[src/rtl/tex_lod_pkg.sv]
// Shared types and helpers for the trilinear mip sequencer.
package tex_lod_pkg;

  localparam int LOD_FRAC_BITS = 8;

  typedef enum logic [2:0] {
    IDLE,
    FETCH0,
    WAIT0,
    FETCH1,
    WAIT1,
    EMIT
  } seq_state_t;

  typedef struct packed {
    logic [7:0] r;
    logic [7:0] g;
    logic [7:0] b;
    logic [7:0] a;
  } rgba8_t;

  // Rounded 8-bit lerp: (a*(256-f) + b*f + 128) >> 8. The widest sum is
  // 255*256 + 128, so 17 bits never overflow.
  function automatic logic [7:0] lerp8(input logic [7:0] a,
                                       input logic [7:0] b,
                                       input logic [7:0] f);
    logic [16:0] acc;
    acc = {9'd0, a} * (17'd256 - {9'd0, f}) + {9'd0, b} * {9'd0, f} + 17'd128;
    return 8'(acc >> LOD_FRAC_BITS);
  endfunction

endpackage

[src/rtl/texel_lerp4.sv]
// Combinational per-channel blend of two RGBA8 texels by an 8-bit weight.
module texel_lerp4
  import tex_lod_pkg::*;
(
  input  logic [31:0] t0,
  input  logic [31:0] t1,
  input  logic [7:0]  f,
  output logic [31:0] texel
);

  rgba8_t c0;
  rgba8_t c1;
  rgba8_t mix;

  // Blend each channel independently; f = 0 returns t0 unchanged.
  always_comb begin
    c0    = rgba8_t'(t0);
    c1    = rgba8_t'(t1);
    mix.r = lerp8(c0.r, c1.r, f);
    mix.g = lerp8(c0.g, c1.g, f);
    mix.b = lerp8(c0.b, c1.b, f);
    mix.a = lerp8(c0.a, c1.a, f);
    texel = 32'(mix);
  end

endmodule

[src/rtl/trilinear_mip_sequencer.sv]
// Per-fragment mip-level sequencer: bias/clamp the LOD, issue one or two
// bilinear fetches, then blend the returned texels by the LOD fraction.
module trilinear_mip_sequencer
  import tex_lod_pkg::*;
#(
  parameter int LEVELS = 12,
  parameter int TAGW   = 6,
  localparam int LW    = $clog2(LEVELS)
) (
  input  logic            clk,
  input  logic            rst,
  input  logic            req_valid,
  output logic            req_ready,
  input  logic [LW-1:0]   req_lod_int,
  input  logic [7:0]      req_lod_frac,
  input  logic [TAGW-1:0] req_tag,
  input  logic [LW+8:0]   cfg_bias,
  input  logic [LW+7:0]   cfg_min_lod,
  input  logic [LW+7:0]   cfg_max_lod,
  input  logic            cfg_trilin,
  output logic            fetch_valid,
  input  logic            fetch_ready,
  output logic [LW-1:0]   fetch_level,
  output logic [TAGW-1:0] fetch_tag,
  input  logic            resp_valid,
  input  logic [31:0]     resp_texel,
  output logic            out_valid,
  input  logic            out_ready,
  output logic [31:0]     out_texel,
  output logic [TAGW-1:0] out_tag,
  output logic            err_sticky
);

  localparam int SW = LW + 10;
  localparam logic signed [SW-1:0] LAM_TOP = SW'((LEVELS - 1) * 256);
  localparam logic [LW-1:0]        LVL_TOP = LW'(LEVELS - 1);

  seq_state_t state, state_nxt;

  logic signed [SW-1:0] lam_raw, lam_lo, lam_hi, lam_c, min_s, max_s;
  logic [LW+7:0]        lam_u;
  logic [LW-1:0]        lam_int;
  logic [7:0]           lam_frac;
  logic [LW:0]          near_sum;
  logic [LW-1:0]        sel_level;
  logic [7:0]           sel_frac;
  logic                 sel_dual;

  logic [LW-1:0]   level_q;
  logic [7:0]      frac_q;
  logic            dual_q;
  logic [TAGW-1:0] tag_q;
  logic [31:0]     t0_q;
  logic [31:0]     t1_q;
  logic            err_q;
  logic [31:0]     blend;
  logic            accept;
  logic            in_wait;

  // Bias, user clamps (max applied last so it wins), then the legal range.
  always_comb begin
    min_s   = $signed({2'b00, cfg_min_lod});
    max_s   = $signed({2'b00, cfg_max_lod});
    lam_raw = $signed({2'b00, req_lod_int, req_lod_frac})
            + $signed({cfg_bias[LW+8], cfg_bias});
    lam_lo  = (lam_raw < min_s) ? min_s : lam_raw;
    lam_hi  = (lam_lo > max_s) ? max_s : lam_lo;
    if (lam_hi < 0)
      lam_c = '0;
    else if (lam_hi > LAM_TOP)
      lam_c = LAM_TOP;
    else
      lam_c = lam_hi;
    lam_u    = (LW+8)'(lam_c);
    lam_int  = lam_u[LW+7:8];
    lam_frac = lam_u[7:0];
  end

  // Level selection: nearest rounds to the closest level, trilinear pairs
  // the floor level with the next one unless the weight is zero or at the top.
  always_comb begin
    near_sum = {1'b0, lam_int} + (LW+1)'(lam_frac[7]);
    if (cfg_trilin) begin
      sel_level = lam_int;
      sel_frac  = lam_frac;
      sel_dual  = (lam_frac != 8'd0) && (lam_int < LVL_TOP);
    end else begin
      sel_level = (near_sum > {1'b0, LVL_TOP}) ? LVL_TOP : near_sum[LW-1:0];
      sel_frac  = 8'd0;
      sel_dual  = 1'b0;
    end
  end

  texel_lerp4 u_lerp (
    .t0    (t0_q),
    .t1    (t1_q),
    .f     (frac_q),
    .texel (blend)
  );

  // State register.
  always_ff @(posedge clk) begin
    // NOTE: sequential state uses non-blocking assignments so every flop
    // samples pre-edge values regardless of block ordering.
    if (rst)
      state <= IDLE;
    else
      state <= state_nxt;
  end

  // Next-state and output decode.
  always_comb begin
    // NOTE: every output gets a default first so no path leaves a latch.
    state_nxt   = state;
    req_ready   = 1'b0;
    fetch_valid = 1'b0;
    out_valid   = 1'b0;
    fetch_level = level_q;
    accept      = 1'b0;
    in_wait     = 1'b0;
    unique case (state)
      IDLE: begin
        req_ready = 1'b1;
        accept    = req_valid;
        if (req_valid)
          state_nxt = FETCH0;
      end
      FETCH0: begin
        fetch_valid = 1'b1;
        if (fetch_ready)
          state_nxt = WAIT0;
      end
      WAIT0: begin
        in_wait = 1'b1;
        if (resp_valid)
          state_nxt = dual_q ? FETCH1 : EMIT;
      end
      FETCH1: begin
        fetch_valid = 1'b1;
        fetch_level = level_q + LW'(1);
        if (fetch_ready)
          state_nxt = WAIT1;
      end
      WAIT1: begin
        in_wait = 1'b1;
        if (resp_valid)
          state_nxt = EMIT;
      end
      EMIT: begin
        out_valid = 1'b1;
        if (out_ready)
          state_nxt = IDLE;
      end
      default: state_nxt = IDLE;
    endcase
  end

  // Fragment context captured at accept, texel capture in the wait states,
  // and the sticky error for stray responses.
  always_ff @(posedge clk) begin
    // NOTE: the data registers are reset too, so outputs read zero out of
    // reset rather than X; they are few and cheap.
    if (rst) begin
      level_q <= '0;
      frac_q  <= '0;
      dual_q  <= 1'b0;
      tag_q   <= '0;
      t0_q    <= '0;
      t1_q    <= '0;
      err_q   <= 1'b0;
    end else begin
      if (accept) begin
        level_q <= sel_level;
        frac_q  <= sel_frac;
        dual_q  <= sel_dual;
        tag_q   <= req_tag;
      end
      if (state == WAIT0 && resp_valid)
        t0_q <= resp_texel;
      if (state == WAIT1 && resp_valid)
        t1_q <= resp_texel;
      if (resp_valid && !in_wait)
        err_q <= 1'b1;
    end
  end

  assign fetch_tag  = tag_q;
  assign out_tag    = tag_q;
  assign out_texel  = dual_q ? blend : t0_q;
  assign err_sticky = err_q;

endmodule

[config.mk]
export PLATFORM = sky130hd
export DESIGN_NAME = trilinear_mip_sequencer
export DESIGN_NICKNAME = d
export VERILOG_FILES = /design/src/rtl/tex_lod_pkg.sv /design/src/rtl/texel_lerp4.sv /design/src/rtl/trilinear_mip_sequencer.sv
export SDC_FILE = /design/constraint.sdc
export NUM_CORES = 2
export LEC_CHECK = 0
export ABC_AREA = 1
export CORE_MARGIN = 2
export CORE_UTILIZATION = 60
export CTS_CLUSTER_SIZE = 24
export DETAILED_ROUTE_END_ITERATION = 8
export GPL_TIMING_DRIVEN = 1
export PLACE_DENSITY = 0.81
export REMOVE_ABC_BUFFERS = 1
export SETUP_SLACK_MARGIN = 0.4
export SLEW_MARGIN = 15
export SYNTH_ARGS = -nofsm -noshare
export SYNTH_HDL_FRONTEND = slang
export SYNTH_SLANG_ARGS = --single-unit
[constraint.sdc]
create_clock -name clk -period 10 [get_ports clk]
set_input_delay 2 -clock clk [delete_from_list [all_inputs] [get_ports clk]]
set_output_delay 2 -clock clk [all_outputs]
set_load 0.05 [all_outputs]
==> summary.md <==
| Metric | Value |
|---|---|
| Cts bufs inserted | `9` |
| Clk sinks | `between 80 and 90` |
| Syn Inst Count | `between 3k and 4k` |
| Maximum clock frequency | `107 MHz` |
| Commonest non-fill, non-tap cell in the layout | `inv_1` |
| Clock tree buffer depth | `2` |
| DR iter-0 viols | `around 1.4k` |
| RSZ-0062 raised after global routing | `true` |
| Top post-synthesis cells by area | `fa_1, ha_1, inv_1, nand2_1, dfxtp_1` |
| Antenna diodes | `0` |
| Die area | `between 40000 and 50000 um2` |
| Worst IR Drop VDD | `0.000194 V` |
| Largest net degree at the start of global routing | `57` |
| Synth Flop Type | `dfxtp_1` |
| Hpwl dp | `around 50000 um` |
| Max-slew violations | `0` |
| Drt first pass iters | `7` |
| Antenna viol nets, final | `0` |
| Synthesis-stage register bit count | `87` |
| Total global-route track usage | `0.323` |
| DR DRC count | `0` |
| First-pass GRT wire length | `104000 um` |
| Final setup fails | `0` |
| Pwr Density | `108 nW/um2` |
| Fin area | `approximately 26000 um2` |
| Area grow syn2layout | `10.7%` |
| Slew headroom | `0.170` |
| Worst-Margin Slew | `1.24 ns` |
| Via count of the first global-routing pass | `about 21k` |
| Grt ovf | `0` |
| Commonest non-fill, non-tap cells in the layout | `inv_1, nand2_1, fa_1, ha_1, a21oi_1` |
| Final TNS setup | `0 ns` |
| CP most frequent cell | `nand2_1` |
| Netlist cell types | `47` |
| Initial Util | `0.604` |
| Post-synthesis sequential area ratio | `0.0750` |
| Critical path type | `reg -> out` |
| Critical Path Start Type | `flop` |
| Maximum fanout along the worst path | `12` |
| Placed insts | `approximately 3.6k` |
| Leading area contributor after synthesis | `fa_1` |
| Die width | `about 200 um` |
| Vias | `about 20k` |
| Minimum clock period | `just over 9 ns` |
| Async SR Flop Fraction | `0` |
| Syn Area/Cell | `7.54 um2` |
| Number of port buffers | `roughly 150` |
| H-tree depth | `3` |
| Io pins | `~150` |
| Max cap viols | `0` |
| DP Area | `25100 um2` |
| Clk pin slew, worst setup/hold paths | `around 0.080 ns` |
| Post-Route WL | `about 63000 um` |
| CP peak stage delay | `about 0.55 ns` |
| Cell area after synthesis | `about 23000 um2` |
| Top cell type's share of synthesized area | `0.346` |
| Core area | `between 30000 and 40000 um2` |
| Die height | `~200 um` |
| RePlAce Congestion | `0.989` |
| EDFF count, synth | `0` |
| Drt via density | `approximately 5.5` |
| Arr. time, crit path | `7.32 ns` |
| Req. time, crit path | `8.00 ns` |
| Initial antenna violation count | `0` |
| Outcome | `finished clean` |
| Slowest CP cell | `fa_1` |
| CTS tree | `yes` |
| Layout Skew | `around 0.0049 ns` |
| YS warnings | `0` |
| Post-Layout Cell Count | `between 3k and 4k` |
| Leak Pwr | `14.2 nW` |
| Min-delay worst type | `reg -> reg` |
| Final worst path period share | `0.932` |
| Share of cells above drive strength 1 | `0.0544` |
| Routed WL per cell | `between 15 and 20 um` |
| # rows | `between 70 and 80` |
| Clock root buffer master | `clkbuf_16` |
| Crit end category | `primary output` |
| Clk_lat worst skew | `~0.37 ns` |
| R2R Setup Slk | `around 7.4 ns` |
| # nets final | `3936` |
| Final hold vios | `0` |
[cells in the mapped netlist (all sizes together) (4+ instances only)]
cell type,instances
inv,860
a21o,5
xor2,21
clkbuf,115
xnor2,32
dfxtp,87
nor3,4
a31oi,5
nand3,90
nor2,134
o41ai,4
a211oi,5
or2,17
a21oi,140
buf,39
nand2,689
fa,401
ha,305
nand4,15
o21ai,91
[cells by family after synthesis]
group	synth area share
XOR/XNOR	0.0200
AO/OA/AOI/OAI	0.0600
multiplexers	0.000485
flip-flops	0.0750
adder cells (fa/ha/maj)	0.510
buffers and inverters	0.167
AND/OR/NAND/NOR	0.167
[worst max-delay path, delay by kind of cell (launching register included)]
| kind | cells | cell delay, ns |
|---|---|---|
| AO/OA/AOI/OAI | 6 | 1.01 |
| adder cells (fa/ha/maj) | 8 | 3.28 |
| AND/OR/NAND/NOR | 15 | 1.51 |
| flip-flops | 1 | 0.35 |
| buffers and inverters | 7 | 0.79 |
[where the power goes]
group / internal (mW) / total (mW) / switching [mW]
Combinational: 0.635 / 1.88 / 1.24
Clock: 0.210 / 0.385 / 0.175
Sequential: 0.396 / 0.512 / 0.116
Total: 1.24 / 2.78 / 1.53
[path summary, 6_finish.rpt]
check,start,to,cells after the start
max,frac_q[0]$_SDFFE_PP0P_,out_texel[30],36
min,err_sticky$_SDFFE_PP0P_,err_sticky$_SDFFE_PP0P_,2
max reg2reg,state[1]$_SDFFE_PP0P_,frac_q[0]$_SDFFE_PP0P_,7
min reg2reg,err_sticky$_SDFFE_PP0P_,err_sticky$_SDFFE_PP0P_,2
[layer usage]
metal,share of wire,up-vias,global-route usage,wire length (um)
li1,-,9103,-,-
met1,0.37,9686,0.391,23400
met2,0.48,991,0.552,30100
met3,0.10,215,0.0817,6480
met4,0.045,0,0.129,2820
met5,0,-,0,0
[registers in the layout, indices dropped and copies added (netlist names)]
register and flops:
t1_q 32, err_sticky 1, level_q 4, state 3, fetch_tag 6, frac_q 8, t0_q 32, dual_q 1
[layout make-up]
cell class,instances,area [um2]
multi-input combinational,1976,17700
fill,3202,12800
inverter,863,3260
timing repair buffer,198,2060
sequential,87,1750
tap,518,648
clock buffer,11,253
clock inverter,5,63.8
timing repair inverter,1,5.00
[per-stage QoR]
| stage | setup WS, ns | power (mW) | hold WS, ns | util |
|---|---|---|---|---|
| 2_1_floorplan | -0.353 | 1.51 | 0.467 | - |
| 3_3_place_gp | 0.924 | 2.17 | 0.448 | 0.653 |
| 3_5_place_dp | 0.803 | 2.23 | 0.463 | 0.653 |
| 4_1_cts | 0.393 | 2.62 | 0.476 | 0.662 |
| 5_1_grt | 0.247 | 2.95 | 0.490 | 0.668 |
| 6_report | 0.676 | 2.78 | 0.479 | 0.668 |
[timing repair]
| action | 4_1_cts | 5_1_grt |
|---|---|---|
| endpoints found under the setup margin | 2 | 21 |
| cloned | 0 | 1 |
| gates resized for setup | 2 | 34 |
| pin swaps | 0 | 7 |
| setup buffers | 0 | 18 |
| hold buffers | 0 | 0 |
(Power assumes the default switching activity.)
